$ cat config.mk
export PLATFORM = sky130hd
export DESIGN_NAME = exec_writeback_stage
export DESIGN_NICKNAME = d
export VERILOG_FILES = /design/src/rtl/exec_writeback_stage.sv
export SDC_FILE = /design/constraint.sdc
export NUM_CORES = 1
export LEC_CHECK = 0
export BUFFER_PORTS_ARGS = -buffer_cell sky130_fd_sc_hd__buf_4
export CAP_MARGIN = 40
export CELL_PAD_IN_SITES_DETAIL_PLACEMENT = 0
export CELL_PAD_IN_SITES_GLOBAL_PLACEMENT = 2
export CORE_MARGIN = 10
export CORE_UTILIZATION = 36
export DETAILED_ROUTE_END_ITERATION = 10
export PLACE_DENSITY_LB_ADDON = 0.1
export SYNTH_ARGS = -nofsm -noshare
export SYNTH_HDL_FRONTEND = slang
export SYNTH_SLANG_ARGS = --single-unit
$ cat constraint.sdc
create_clock -name clk -period 5.5 [get_ports clk]
set_clock_uncertainty 0.2 [all_clocks]
set_input_delay 0.275 -clock clk [delete_from_list [all_inputs] [get_ports clk]]
set_output_delay 0.275 -clock clk [all_outputs]
set_load 0.005 [all_outputs]
$ cat src/rtl/exec_writeback_stage.sv
// ---------------------------------------------------------------------------
// exec_writeback_stage
//   Writeback stage that sits directly after the execute units. Entries
//   {result, flags, dst, wr_reg, wr_flags} arrive through a valid/ready
//   handshake and are held in a 2-entry skid buffer. Entries retire in order
//   to the register-file write port, and they update the architectural flags
//   register {overflow, sign, zero, carry}. A combinational forwarding lookup
//   returns the youngest buffered result that targets a given register.
//
// Ports
//   clk, rst          clock; asynchronous active-high reset
//   flush_i           synchronous clear of buffered entries (flags kept)
//   in_valid_i/_ready_o  input handshake; ready depends on occupancy only
//   result_i, flags_i, dst_i, wr_reg_i, wr_flags_i  incoming entry
//   rf_ready_i        register-file write port free this cycle
//   rf_we_o, rf_waddr_o, rf_wdata_o  register-file write port (from head)
//   flags_o           architectural flags register
//   fwd_addr_i        forwarding lookup address
//   fwd_hit_o, fwd_data_o  forwarding result (data is 0 when no hit)
// ---------------------------------------------------------------------------
module exec_writeback_stage #(
    parameter int W_OPR      = 16,
    parameter int W_FLAGS    = 4,
    parameter int W_REG_ADDR = 3
) (
    input  logic                  clk,
    input  logic                  rst,
    input  logic                  flush_i,
    input  logic                  in_valid_i,
    output logic                  in_ready_o,
    input  logic [W_OPR-1:0]      result_i,
    input  logic [W_FLAGS-1:0]    flags_i,
    input  logic [W_REG_ADDR-1:0] dst_i,
    input  logic                  wr_reg_i,
    input  logic                  wr_flags_i,
    input  logic                  rf_ready_i,
    output logic                  rf_we_o,
    output logic [W_REG_ADDR-1:0] rf_waddr_o,
    output logic [W_OPR-1:0]      rf_wdata_o,
    output logic [W_FLAGS-1:0]    flags_o,
    input  logic [W_REG_ADDR-1:0] fwd_addr_i,
    output logic                  fwd_hit_o,
    output logic [W_OPR-1:0]      fwd_data_o
);

    // Entry payload storage (no reset needed: validity comes from count_q)
    logic [W_OPR-1:0]      result_q   [2];
    logic [W_FLAGS-1:0]    eflags_q   [2];
    logic [W_REG_ADDR-1:0] dst_q      [2];
    logic                  wr_reg_q   [2];
    logic                  wr_flags_q [2];

    logic                  wr_ptr_q, wr_ptr_d;
    logic                  rd_ptr_q, rd_ptr_d;
    logic [1:0]            count_q,  count_d;
    logic [W_FLAGS-1:0]    flags_q,  flags_d;

    logic                  head_valid_s;
    logic                  young_valid_s;
    logic                  young_idx_s;
    logic                  accept_s;
    logic                  retire_s;
    logic                  hit_old_s;
    logic                  hit_young_s;

    assign head_valid_s  = (count_q != 2'd0);
    // With two entries the younger one sits just behind the head.
    assign young_valid_s = (count_q == 2'd2);
    assign young_idx_s   = ~rd_ptr_q;

    assign in_ready_o = (count_q != 2'd2);
    assign accept_s   = in_valid_i & in_ready_o;
    // Flags-only entries never need the register-file port.
    assign retire_s   = head_valid_s & (rf_ready_i | ~wr_reg_q[rd_ptr_q]);

    // Register-file port driven straight from the head entry
    always_comb begin
        rf_we_o    = 1'b0;
        rf_waddr_o = {W_REG_ADDR{1'b0}};
        rf_wdata_o = {W_OPR{1'b0}};
        if (head_valid_s) begin
            rf_we_o    = wr_reg_q[rd_ptr_q] & rf_ready_i;
            rf_waddr_o = dst_q[rd_ptr_q];
            rf_wdata_o = result_q[rd_ptr_q];
        end else begin
            rf_we_o    = 1'b0;
        end
    end

    // Forwarding lookup: the younger entry takes priority over the head
    always_comb begin
        hit_old_s   = head_valid_s & wr_reg_q[rd_ptr_q] & (dst_q[rd_ptr_q] == fwd_addr_i);
        hit_young_s = young_valid_s & wr_reg_q[young_idx_s] & (dst_q[young_idx_s] == fwd_addr_i);
        fwd_hit_o   = hit_old_s | hit_young_s;
        if (hit_young_s) begin
            fwd_data_o = result_q[young_idx_s];
        end else if (hit_old_s) begin
            fwd_data_o = result_q[rd_ptr_q];
        end else begin
            fwd_data_o = {W_OPR{1'b0}};
        end
    end

    // Next-state for pointers, occupancy and the flags register
    always_comb begin
        wr_ptr_d = wr_ptr_q;
        rd_ptr_d = rd_ptr_q;
        count_d  = count_q;
        flags_d  = flags_q;
        if (flush_i) begin
            // Accept and retire in the flush cycle are both dropped.
            wr_ptr_d = 1'b0;
            rd_ptr_d = 1'b0;
            count_d  = 2'd0;
        end else begin
            if (accept_s) begin
                wr_ptr_d = ~wr_ptr_q;
            end else begin
                wr_ptr_d = wr_ptr_q;
            end
            if (retire_s) begin
                rd_ptr_d = ~rd_ptr_q;
                if (wr_flags_q[rd_ptr_q]) begin
                    flags_d = eflags_q[rd_ptr_q];
                end else begin
                    flags_d = flags_q;
                end
            end else begin
                rd_ptr_d = rd_ptr_q;
            end
            case ({accept_s, retire_s})
                2'b10:   count_d = count_q + 2'd1;
                2'b01:   count_d = count_q - 2'd1;
                default: count_d = count_q;
            endcase
        end
    end

    // Control state registers
    always_ff @(posedge clk or posedge rst) begin
        if (rst) begin
            wr_ptr_q <= 1'b0;
            rd_ptr_q <= 1'b0;
            count_q  <= 2'd0;
            flags_q  <= {W_FLAGS{1'b0}};
        end else begin
            wr_ptr_q <= wr_ptr_d;
            rd_ptr_q <= rd_ptr_d;
            count_q  <= count_d;
            flags_q  <= flags_d;
        end
    end

    // Payload write into the tail slot on an accepted handshake
    always_ff @(posedge clk) begin
        if (accept_s && !flush_i) begin
            result_q[wr_ptr_q]   <= result_i;
            eflags_q[wr_ptr_q]   <= flags_i;
            dst_q[wr_ptr_q]      <= dst_i;
            wr_reg_q[wr_ptr_q]   <= wr_reg_i;
            wr_flags_q[wr_ptr_q] <= wr_flags_i;
        end
    end

    assign flags_o = flags_q;

endmodule

==> flow_metrics.py <==
metrics = {
    "detailed_routing": {
        "dr.pass1.iters": 4,
        "first_iter_violations": 83,
        "wl_per_cell_um": 16.2,
        "via_per_inst": 5.00,
        "drt-total-wl_um": 7460,
        "drc_errors": 0,
        "antenna_left": 0,
        "vias": 2293,
    },
    "cts": {
        "cts_buffer_depth": 2,
        "clk_pin_slew_ps": 70,
        "root_buffer": "clkbuf_8",
        "post-cts-setup-buffers": 0,
        "clkLatencyLatePin_ps": 330,
        "cts_made_buffers": 9,
        "clock-sinks": 58,
        "cts_tree": "built",
        "htreeDepth": 3,
    },
    "sta": {
        "fin_crit_ps": 3570,
        "timing.final.crit_share_pct": 64.9,
        "max_slew_margin_pct": 51.2,
        "setup_tns_ps": 0,
        "fmax_ghz": 0.280,
        "holdWs_ps": 100,
        "worstMarginPinSlew_ps": 726,
        "finalHoldViolCount": 0,
        "grt_setup_unrepaired": "no",
        "setup_viol": 0,
        "drv_slew": 0,
    },
    "critical_path": {
        "cp_max_fo": 56,
        "r2r_cells": 5,
        "arrival_ps": 3090,
        "reg2reg_slack_ps": 3120,
        "r2r_start": "rd_ptr_q$_DFFE_PP0P_",
        "reg2reg_to": "flags_o[0]$_DFFE_PP0P_",
        "cp-startpoint": "rd_ptr_q$_DFFE_PP0P_",
        "critPathKind": "reg -> out",
        "cp.required_ps": 5030,
        "critPathLaunchType": "flop",
        "cp-end-kind": "primary output",
        "endpoint": "fwd_data_o[13]",
    },
    "grt": {
        "top_usage_layer": "met2",
        "met3_usage_pct": 5.09,
        "met2_usage_pct": 21.3,
        "grt_pass1_vias": 2358,
        "overflow": 0,
        "grt_pass1_wl_um": 12000,
        "grt_antenna_before_repair": 0,
        "grt_max_degree": 57,
        "grt_use_met1_pct": 14.9,
        "globalRouteTotalUtil_pct": 12.8,
    },
    "floorplanning": {
        "core_area_um2": 7810,
        "die_height_um": 110,
        "pin_count": 75,
        "die_area_um2": 12100,
        "dieWidth_um": 110,
        "rows": 32,
        "initial_core_util_pct": 37.2,
    },
    "yosys": {
        "yosysUniqueCellTypes": 34,
        "syn_area_um2": 2910,
        "synth_nets": 285,
        "yosysSeqAreaShare_pct": 58.5,
        "synth-seq-cells": 58,
        "yosys_warnings": 0,
        "syn_inst": 252,
        "synth_top_cell_area_share_pct": 51.7,
        "avgSynthCellArea_um2": 11.5,
        "synth_area_leaders": "edfxtp_1, mux2i_1, dfrtp_1",
        "synth_area_leader_cell": "edfxtp_1",
    },
    "cells_and_area": {
        "diodes": 0,
        "fillers": 719,
        "drive_gt1_share_pct": 29.4,
        "multiInputGateArea_um2": 1090,
        "final_nets": 385,
        "syn_to_final_growth_pct": 38.1,
        "register_area_um2": 1700,
    },
    "placement": {
        "place_congestion": 0.727,
        "dp_hpwl_um": 5000,
        "io_buffers": 74,
    },
    "outcome": {
        "status": "finished clean",
    },
    "power": {
        "p_total_uw": 1080,
        "power_density_nw_per_um2": 268,
        "power_leakage_uw": 0.00148,
        "peakVddDrop_mv": 0.219,
    },
    "worst_hold_path": {
        "hold_class": "in -> reg",
    },
    "flow_run": {
        "maxCapViolations": 0,
    },
}
[kinds of logic after synthesis]
family          count (synthesis)  synth area share, %
buf+inv                        23                 4.22
simple gates                   91                 15.1
compound gates                 44                 9.90
xor+xnor                        7                 2.11
mux                            29                 10.1
flops                          58                 58.5
[state kept, by name, summed over array words and instances (netlist names)]
name / flops
count_q: 2
dst_q: 6
eflags_q: 8
flags_o: 4
rd_ptr_q: 1
result_q: 32
wr_flags_q: 2
wr_ptr_q: 1
wr_reg_q: 2
[cell type report]
type | count | area share (%)
tap | 102 | 3.18
timing repair buffer | 108 | 22.3
inverter | 4 | 0.374
clock inverter | 6 | 1.06
multi-input combinational | 171 | 27.3
clock buffer | 10 | 3.43
sequential | 58 | 42.4
[Yosys cell counts]
cell and count:
or2_1 1, o21ai_0 3, buf_1 1, inv_1 4
mux2i_1 28, and4_1 1, nor4_4 1, nor4_2 1
xor2_1 4, or2_2 1, o22a_1 1, nand3_1 33
nor3b_1 1, buf_2 8, nor2_1 29, a32oi_1 15
edfxtp_1 50, nand4_1 1, dfrtp_1 8, mux2i_2 1
or3_1 1, a22oi_1 1, clkbuf_1 6, nand2_1 16
buf_6 3, o211ai_1 1, buf_4 1, a21o_1 1
and2_1 1, nor2b_1 1, nand2b_1 2, a21oi_1 22
xnor2_1 3, nor3_1 1
[cells in the final DEF (no fill, tap or decap), types with 2 or more instances in the layout]
cell,instances
buf_4,79
edfxtp_1,50
nand3_1,33
mux2i_1,28
nor2_1,28
dlygate4sd3_1,27
a21oi_1,22
nand2_1,16
a32oi_1,15
clkbuf_8,10
dfrtp_1,7
inv_1,4
xor2_1,4
o21ai_0,3
xnor2_1,3
nand2b_1,2
clkinv_2,2
clkinv_4,2
clkinvlp_4,2
buf_8,2
[timing repair]
| item | in CTS | in global routing |
|---|---|---|
| resized for setup | 0 | 0 |
| hold buffers | 27 | 0 |
| endpoints found under the hold margin | 62 | 0 |
| setup endpoints to repair | 0 | 0 |
[metrics by stage]
stage	utilization, %	cells	area [um2]	setup WS [ps]
after floorplan	-	252	2910	2270
after global placement	45.3	414	3530	2370
after detailed placement	45.6	416	3560	2300
after CTS	51.4	459	4010	1930
after global routing	51.4	459	4010	1690
final	51.4	459	4010	1930
[critical path: stages, from the launching register on]
cell and delay (ps):
dfrtp_2 490, buf_4 620, mux2i_2 340, xnor2_1 130, nor4_4 270, buf_4 360, nand3_1 120, a32oi_1 260
buf_4 160
[power by group]
part	leakage [uW]	total (uW)	internal, uW	switching (uW)
registers	0.000555	525	508	17.3
clock network	0.0000882	348	175	172
logic	0.000837	203	109	94.3
[how the worst min path moves through the flow]
stage / cells past startpoint / end / slack [ps] / start
final: 3 / count_q[0]$_DFFE_PP0P_ / 100 / in_valid_i
after global routing: 3 / count_q[0]$_DFFE_PP0P_ / 120 / in_valid_i
after CTS: 3 / count_q[0]$_DFFE_PP0P_ / 80 / in_valid_i
after detailed placement: 2 / flags_o[0]$_DFFE_PP0P_ / 60 / rst
after global placement: 2 / flags_o[0]$_DFFE_PP0P_ / 60 / rst
after floorplan: 1 / count_q[0]$_DFFE_PP0P_ / -110 / rst
[per-layer routing]
layer | share of wire (%) | up-vias
li1 | - | 1143
met1 | 43 | 1095
met2 | 49 | 53
met3 | 7.5 | 2
met4 | 0.39 | 0
met5 | 0 | -
Power figures use the tool's default switching activity.
